### config.mk
export PLATFORM = sky130hd
export DESIGN_NAME = stopwatch_ctrl
export DESIGN_NICKNAME = d
export VERILOG_FILES = /design/src/rtl/stopwatch_ctrl.sv
export SDC_FILE = /design/constraint.sdc
export NUM_CORES = 1
export LEC_CHECK = 0
export ABC_CLOCK_PERIOD_IN_PS = 1600
export BUFFER_PORTS_ARGS = -buffer_cell sky130_fd_sc_hd__buf_2
export CAP_MARGIN = 20
export CORE_ASPECT_RATIO = 0.9
export CORE_MARGIN = 4
export CORE_UTILIZATION = 35
export CTS_CLUSTER_SIZE = 25
export DETAILED_ROUTE_END_ITERATION = 16
export GPL_TIMING_DRIVEN = 0
export HOLD_SLACK_MARGIN = 0.12
export SYNTH_ARGS = -nofsm -noshare
export SYNTH_HDL_FRONTEND = slang
export SYNTH_SLANG_ARGS = --single-unit
export TNS_END_PERCENT = 1
### constraint.sdc
create_clock -name i_clk -period 1.6 [get_ports i_clk]
set_input_delay 0.08 -clock i_clk [delete_from_list [all_inputs] [get_ports i_clk]]
set_output_delay 0.08 -clock i_clk [all_outputs]
set_load 0.01 [all_outputs]
### src/rtl/stopwatch_ctrl.sv
// Stopwatch front end: debounces start/stop/lap buttons into single-cycle events,
// sequences IDLE/RUNNING/PAUSED/LAP_HOLD and owns the count-enable prescaler.
module stopwatch_ctrl #(
  parameter int DEBOUNCE = 3,
  parameter int TICK_DIV = 4
) (
  input  logic       i_clk,
  input  logic       i_reset_n,
  input  logic       i_start,
  input  logic       i_stop,
  input  logic       i_lap,
  output logic       o_count_en,
  output logic       o_count_clr,
  output logic       o_lap_load,
  output logic       o_display_hold,
  output logic [1:0] o_state
);

  // The stability counter clears on acceptance, so it never has to hold DEBOUNCE itself.
  localparam int CNT_W = (DEBOUNCE > 1) ? $clog2(DEBOUNCE) : 1;
  localparam int PRE_W = (TICK_DIV > 1) ? $clog2(TICK_DIV) : 1;
  localparam logic [CNT_W-1:0] CNT_LAST = CNT_W'(DEBOUNCE - 1);
  localparam logic [PRE_W-1:0] PRE_LAST = PRE_W'(TICK_DIV - 1);

  typedef enum logic [1:0] {
    ST_IDLE     = 2'd0,
    ST_RUNNING  = 2'd1,
    ST_PAUSED   = 2'd2,
    ST_LAP_HOLD = 2'd3
  } state_t;

  // Button index: 0 = start, 1 = stop, 2 = lap.
  logic [2:0]            btn_raw_s;
  logic [2:0]            sync1_q, sync2_q;
  logic [2:0]            deb_q, deb_d, deb_prev_q;
  logic [2:0]            evt_q;
  logic [2:0][CNT_W-1:0] cnt_q, cnt_d;

  state_t           state_q, state_d;
  logic [PRE_W-1:0] presc_q, presc_d;
  logic             count_en_q, count_clr_q, lap_load_q, display_hold_q;
  logic             clr_d, load_d, presc_clr_s;
  logic             ev_stop_s, ev_start_s, ev_lap_s;
  logic             counting_s, wrap_s;

  assign btn_raw_s = {i_lap, i_stop, i_start};

  // Debounce next-state: accept a new level only after DEBOUNCE consecutive differing samples.
  always_comb begin
    deb_d = deb_q;
    cnt_d = cnt_q;
    for (int b = 0; b < 3; b++) begin
      if (sync2_q[b] == deb_q[b]) begin
        cnt_d[b] = {CNT_W{1'b0}};
      end else if (cnt_q[b] == CNT_LAST) begin
        deb_d[b] = sync2_q[b];
        cnt_d[b] = {CNT_W{1'b0}};
      end else begin
        cnt_d[b] = cnt_q[b] + CNT_W'(1);
      end
    end
  end

  // Synchronizers, debounced levels and registered rising-edge events.
  always_ff @(posedge i_clk) begin
    if (!i_reset_n) begin
      sync1_q    <= 3'b000;
      sync2_q    <= 3'b000;
      deb_q      <= 3'b000;
      deb_prev_q <= 3'b000;
      evt_q      <= 3'b000;
      cnt_q      <= '0;
    end else begin
      sync1_q    <= btn_raw_s;
      sync2_q    <= sync1_q;
      deb_q      <= deb_d;
      deb_prev_q <= deb_q;
      evt_q      <= deb_q & ~deb_prev_q;
      cnt_q      <= cnt_d;
    end
  end

  // Only the highest-priority event acts; the others are dropped.
  assign ev_stop_s  = evt_q[1];
  assign ev_start_s = evt_q[0] & ~evt_q[1];
  assign ev_lap_s   = evt_q[2] & ~evt_q[0] & ~evt_q[1];

  // Sequencer next-state and strobe decode.
  always_comb begin
    state_d     = state_q;
    clr_d       = 1'b0;
    load_d      = 1'b0;
    presc_clr_s = 1'b0;
    case (state_q)
      ST_IDLE: begin
        if (ev_stop_s) begin
          clr_d = 1'b1;
        end else if (ev_start_s) begin
          state_d     = ST_RUNNING;
          presc_clr_s = 1'b1;
        end else begin
          state_d = ST_IDLE;
        end
      end
      ST_RUNNING: begin
        if (ev_stop_s) begin
          state_d = ST_PAUSED;
        end else if (ev_lap_s) begin
          state_d = ST_LAP_HOLD;
          load_d  = 1'b1;
        end else begin
          state_d = ST_RUNNING;
        end
      end
      ST_PAUSED: begin
        if (ev_stop_s) begin
          state_d = ST_IDLE;
          clr_d   = 1'b1;
        end else if (ev_start_s) begin
          state_d = ST_RUNNING;
        end else begin
          state_d = ST_PAUSED;
        end
      end
      ST_LAP_HOLD: begin
        if (ev_stop_s) begin
          state_d = ST_PAUSED;
        end else if (ev_start_s) begin
          state_d = ST_RUNNING;
        end else if (ev_lap_s) begin
          load_d = 1'b1;
        end else begin
          state_d = ST_LAP_HOLD;
        end
      end
      default: begin
        state_d = ST_IDLE;
      end
    endcase
  end

  // Prescaler advances only while counting before and after the edge, so a pause keeps the partial tick.
  assign counting_s = ((state_q == ST_RUNNING) || (state_q == ST_LAP_HOLD)) &&
                      ((state_d == ST_RUNNING) || (state_d == ST_LAP_HOLD));
  assign wrap_s     = counting_s && (presc_q == PRE_LAST);

  // Prescaler next value.
  always_comb begin
    presc_d = presc_q;
    if (presc_clr_s) begin
      presc_d = {PRE_W{1'b0}};
    end else if (wrap_s) begin
      presc_d = {PRE_W{1'b0}};
    end else if (counting_s) begin
      presc_d = presc_q + PRE_W'(1);
    end else begin
      presc_d = presc_q;
    end
  end

  // Sequencer state, prescaler and registered control outputs.
  always_ff @(posedge i_clk) begin
    if (!i_reset_n) begin
      state_q        <= ST_IDLE;
      presc_q        <= {PRE_W{1'b0}};
      count_en_q     <= 1'b0;
      count_clr_q    <= 1'b0;
      lap_load_q     <= 1'b0;
      display_hold_q <= 1'b0;
    end else begin
      state_q        <= state_d;
      presc_q        <= presc_d;
      count_en_q     <= wrap_s;
      count_clr_q    <= clr_d;
      lap_load_q     <= load_d;
      display_hold_q <= (state_d == ST_LAP_HOLD);
    end
  end

  assign o_count_en     = count_en_q;
  assign o_count_clr    = count_clr_q;
  assign o_lap_load     = lap_load_q;
  assign o_display_hold = display_hold_q;
  assign o_state        = state_q;

endmodule

# ---- After elaboration in Yosys (flattened, before gate mapping)
# Cells that the tools add are included.
dict set report classes {
  add_sub_neg 4
  n_eq_ne 12
  mux 19
  n_bitwise 11
  reduce_logical 14
}
# cell count
set ops {}
lappend ops {{2-bit two-way mux} 8}
lappend ops {{2-bit == test (second input constant)} 7}
lappend ops {{3-bit OR reduction} 4}
lappend ops {{1-bit two-way mux} 9}
lappend ops {{2-bit by 1-bit adder with 2-bit output (second input constant)} 4}
lappend ops {{2-bit one-hot mux with 4 select lines} 1}
lappend ops {{2-bit AND reduction} 4}
lappend ops {{1-bit inverter} 6}
lappend ops {{2-bit by 1-bit == test with 1-bit output (second input constant)} 2}
lappend ops {{1-bit AND} 3}
lappend ops {{3-bit AND} 1}
lappend ops {{1-bit == test} 3}
lappend ops {{3-bit inverter} 1}
lappend ops {{1-bit logical AND} 2}
lappend ops {{2-bit zero test} 1}
lappend ops {{1-bit logical OR} 2}
lappend ops {{1-bit one-hot mux with 2 select lines} 1}
lappend ops {{2-bit OR reduction} 1}
dict set report word_totals {
  reg_bits 29
  input_bits 5
  output_inout_bits 6
  elab_cells 76
}

# ---- Depth between registers and ports, before layout
dict set report depth {
  depth_word 12
  depth_mapped 4
  depth_no_buf 4
}

# ---- Least setup slack after synthesis
# OpenSTA, ideal clock, no wires.
dict set report synth_timing {
  kind {register -> register}
  from {register state_q[0], in the netlist o_state[0]}
  to {register presc_q[1]}
  setup_time_ns 0.116
  arrival_time_ns 1.103
  t_required_ns 1.484
  slack_ns 0.381
  path_stages_with_launch 4
  n_path_buf 0
  period_less_slack_ns 1.219
  cell_sequence {dfxtp_1 > nor2b_4 > mux2_4 > and3_1}
}
dict set report synth_between {
  elab_chain_len 9
  word_cells_on_any_way 17
  classes_between {eq/ne (5); mux (6); reduce/logical (6)}
}
# item line
set synth_rtl {}
lappend synth_rtl {{from (decl)} 39} ;# state_t state_q, state_d;
lappend synth_rtl {{from (signal assigned)} 171} ;# state_q <= state_d;
lappend synth_rtl {{2-bit two-way mux} 130} ;# end else if (ev_lap_s) begin
lappend synth_rtl {{2-bit two-way mux} 128} ;# end else if (ev_start_s) begin
lappend synth_rtl {{2-bit two-way mux} 126} ;# if (ev_stop_s) begin
lappend synth_rtl {{2-bit one-hot mux with 4 select lines} 94} ;# case (state_q)
lappend synth_rtl {{2-bit by 1-bit == test with 1-bit output / 2-bit == test (equally long branches)} 144} ;# ((state_d == ST_RUNNING) || (state_d == ST_LAP_HOLD));
lappend synth_rtl {{1-bit logical OR} 144}
lappend synth_rtl {{1-bit logical AND} 143} ;# assign counting_s = ((state_q == ST_RUNNING) || (state_q == ST_LAP_HOLD)) &&
lappend synth_rtl {{1-bit logical AND} 145} ;# assign wrap_s = counting_s && (presc_q == PRE_LAST);
lappend synth_rtl {{3-bit OR reduction (no source line)} -}
lappend synth_rtl {{to (signal assigned)} 165} ;# presc_q <= {PRE_W{1'b0}};
lappend synth_rtl {{to (signal assigned)} 172} ;# presc_q <= presc_d;
lappend synth_rtl {{to (decl)} 40} ;# logic [PRE_W-1:0] presc_q, presc_d;
# Parallel ways exist; a longest one is shown, timed or not.
# A chain may end at the register's enable or synchronous reset.

# ---- Worst setup path after layout
# Ends and elaborated chain as after synthesis.

==> impl_metrics.yaml <==
run_status:
  status: "completed"
hold_path:
  hold_end: "evt_q[0]$_SDFF_PN0_"
  worstHoldStart: "deb_prev_q[0]$_SDFF_PN0_"
  min_path_cells: 1
  min_path_type: "reg2reg"
worst_setup_path:
  critPathMaxFanout: 7
  endpoint_kind: "flop"
  crit_path_top_delay_cell: "dfxtp_1"
  crit_type: "reg2reg"
  required_ps: 1820
  path_cells: "nor2b_4, mux2_4, and3_1"
  r2r_start: "o_state[0]$_SDFF_PN0_"
  r2r_cells: 3
  cp.arrival_ps: 1450
  r2r_slack_ps: 370
  r2r_end: "presc_q[1]$_SDFFE_PP0P_"
  worstSetupStartpointType: "flop"
  cp_slowest_stage_delay_ps: 420
sta:
  setup_ws_ps: 370.0
  min_period_ps: 1230
  finalCritPeriodShare: 0.7687
  fmax_mhz: 813.0
  drv_slew: 0
  hold_viol: 0
  setup_tns_ps: 0
  fin_skew_ps: 3.337
  setup_violations: 0
  slew_headroom: 0.7713
  rsz0062_at_grt: "no"
  worst_pin_slew_ps: 343.0
synthesis:
  postSynthCellCount: 88
  synth_async_sr_flop_share: 0
  synth_cell_types: 23
  yosysWarningCount: 0
  ys_seq_elements: 29
  post-synth-top-count-cell: "dfxtp_1"
  synth-edff-count: 0
  ys_seq_area_frac: 0.5873
  synth_fp_nets: 97
  synth.area.top_cells: "dfxtp_1 (59%), and2_1 (6.3%), ha_1 (5.1%), nor2b_1 (4.4%), xor2_1 (3.5%)"
  synth_area_leader_cell: "dfxtp_1"
  ys_top_cells_by_count: "dfxtp_1 (29), and2_1 (10), nor2_1 (9)"
  synth_top_area_frac: 0.5873
  synth_ff_type: "dfxtp_1"
  synth.avg_cell_area_um2: 11.23
  synthesis.area_um2: 988.4
die:
  rows: 18
  fp.dieW_um: 64.02
  start_util: 0.3627
  floorplan.die_area_mm2: 0.003739
  coreArea_mm2: 0.002725
  io_pins: 11
  die_y_um: 58.42
detailed_routing:
  totalWireLength_mm: 1.299
  firstDrtPassIters: 2
  vias: 615
  wl_per_cell_um: 8.718
  initialDrtViolationCount: 34
  drcViolationCount: 0
  vias_per_cell: 4.128
  ant_nets: 0
power_and_ir_drop:
  p_leak_uw: 0.0005199
  irDropWorstVdd_mv: 0.3921
  p_per_area_mw_per_mm2: 1014
placed_design:
  gp_congestion: 0.6817
  dp_hpwl_um: 897.8
  io_buffer_count: 10
  dp_slack_ps: 375.7
finish:
  fin_util: 0.4343
  area_growth_pct: 19.75
  final_nets: 118
  diodes: 0
  drive_gt1_frac: 0.1927
clock_network:
  cts-root-buf: "clkbuf_4"
  cts_tree: "yes"
  post_cts_buffers: 0
  cts_buffers: 5
  clk_pin_slew_worst_paths_ps: 80
  insertion_delay_ps: 320
  clock-sinks: 29
  cts_max_level: 2
  max-clock-path-buffers: 2
global_route:
  grt_max_degree: 11
  grt_pass1_wl_mm: 2.484
  grt_overflow: 0
  grt_pass1_vias: 596
  grt_usage: 0.09206
  antenna_found_initial: 0
job:
  maxCapViolations: 0
## timing repair
item / CTS / global route
resized for setup: 0 / 0
hold buffers: 4 / 0
endpoints found under the hold margin: 5 / 0
## cells in the final DEF (no fill, tap or decap), drive strengths merged
cell type     n
dfxtp        29
dlygate4sd3   4
ha            4
inv           3
xor2          4
mux2          1
o21a          1
nor4b         1
buf          10
nand2         2
nand3b        3
nor3b         1
a21oi         1
and2         10
nor2          9
a21boi        1
mux2i         3
o21ai         1
nor2b         8
clkbuf        9
and4bb        1
and3          3
## worst max-delay path: cells and delay by family, from the launching register on
family | cells | cell delay [ps]
flops | 1 | 420
mux | 1 | 300
simple gates | 2 | 410
## logic make-up after synthesis
family / after synthesis / synth area share
adders and majority gates: 4 / 0.05063
buffers and inverters: 5 / 0.02024
and+or+nand+nor: 38 / 0.2354
DFF: 29 / 0.5873
muxes: 4 / 0.04557
AOI/OAI and AO/OA: 4 / 0.02531
xor gates and xnor gates: 4 / 0.03544
## flip-flops by register name (all words and copies together), names as in the netlist
name and cells:
o_count_en 1, o_lap_load 1, o_state 2, o_count_clr 1, cnt_q 6, sync1_q 3
deb_q 3, evt_q 3, deb_prev_q 3, o_display_hold 1, sync2_q 3, presc_q 2
## power by group
part,leakage (µW),switching [µW],total (µW),internal [µW]
clock network,0.0000314,226,433,207
logic,0.000253,13.8,33.3,19.5
registers,0.000235,3.61,734,730
## stage by stage
| stage | power (µW) | hold slack, ps | instance area (µm²) | std cells |
|---|---|---|---|---|
| after floorplan | 767.5 | 207.3 | 988.4 | 88 |
| after global placement | 776.5 | 286.0 | 1089 | 138 |
| after detailed placement | 777.6 | 290.0 | 1089 | 138 |
| after CTS | 1226 | 387.1 | 1184 | 149 |
| after global routing | 1279 | 392.7 | 1184 | 149 |
| final | 1200 | 384.3 | 1184 | 149 |
## final cells by class
cell class	count	area [µm²]
Fill cell	273	1541
Inverter	3	11.26
Timing Repair Buffer	14	90.09
Clock buffer	7	55.05
Multi-Input combinational cell	54	387.9
Tap cell	40	50.05
Buffer	2	8.758
Sequential cell	29	580.6
## how the worst max path moves through the flow
| stage | from | endpoint | cells after the start |
|---|---|---|---|
| finish | o_state[0]$_SDFF_PN0_ | presc_q[1]$_SDFFE_PP0P_ | 3 |
| global route | i_reset_n | o_count_clr$_SDFF_PN0_ | 6 |
| CTS | o_state[0]$_SDFF_PN0_ | presc_q[1]$_SDFFE_PP0P_ | 3 |
| detailed placement | o_state[0]$_SDFF_PN0_ | presc_q[1]$_SDFFE_PP0P_ | 3 |
| global placement | o_state[0]$_SDFF_PN0_ | presc_q[1]$_SDFFE_PP0P_ | 3 |
| floorplan | o_state[0]$_SDFF_PN0_ | presc_q[1]$_SDFFE_PP0P_ | 3 |
## routing by layer
| layer | part of all wire | track usage |
|---|---|---|
| met5 | 0 | 0 |
| met4 | 0.025 | 0.06462 |
| met3 | 0.088 | 0.06298 |
| met2 | 0.44 | 0.1311 |
| met1 | 0.45 | 0.09716 |
Power figures use the tool's default switching activity.
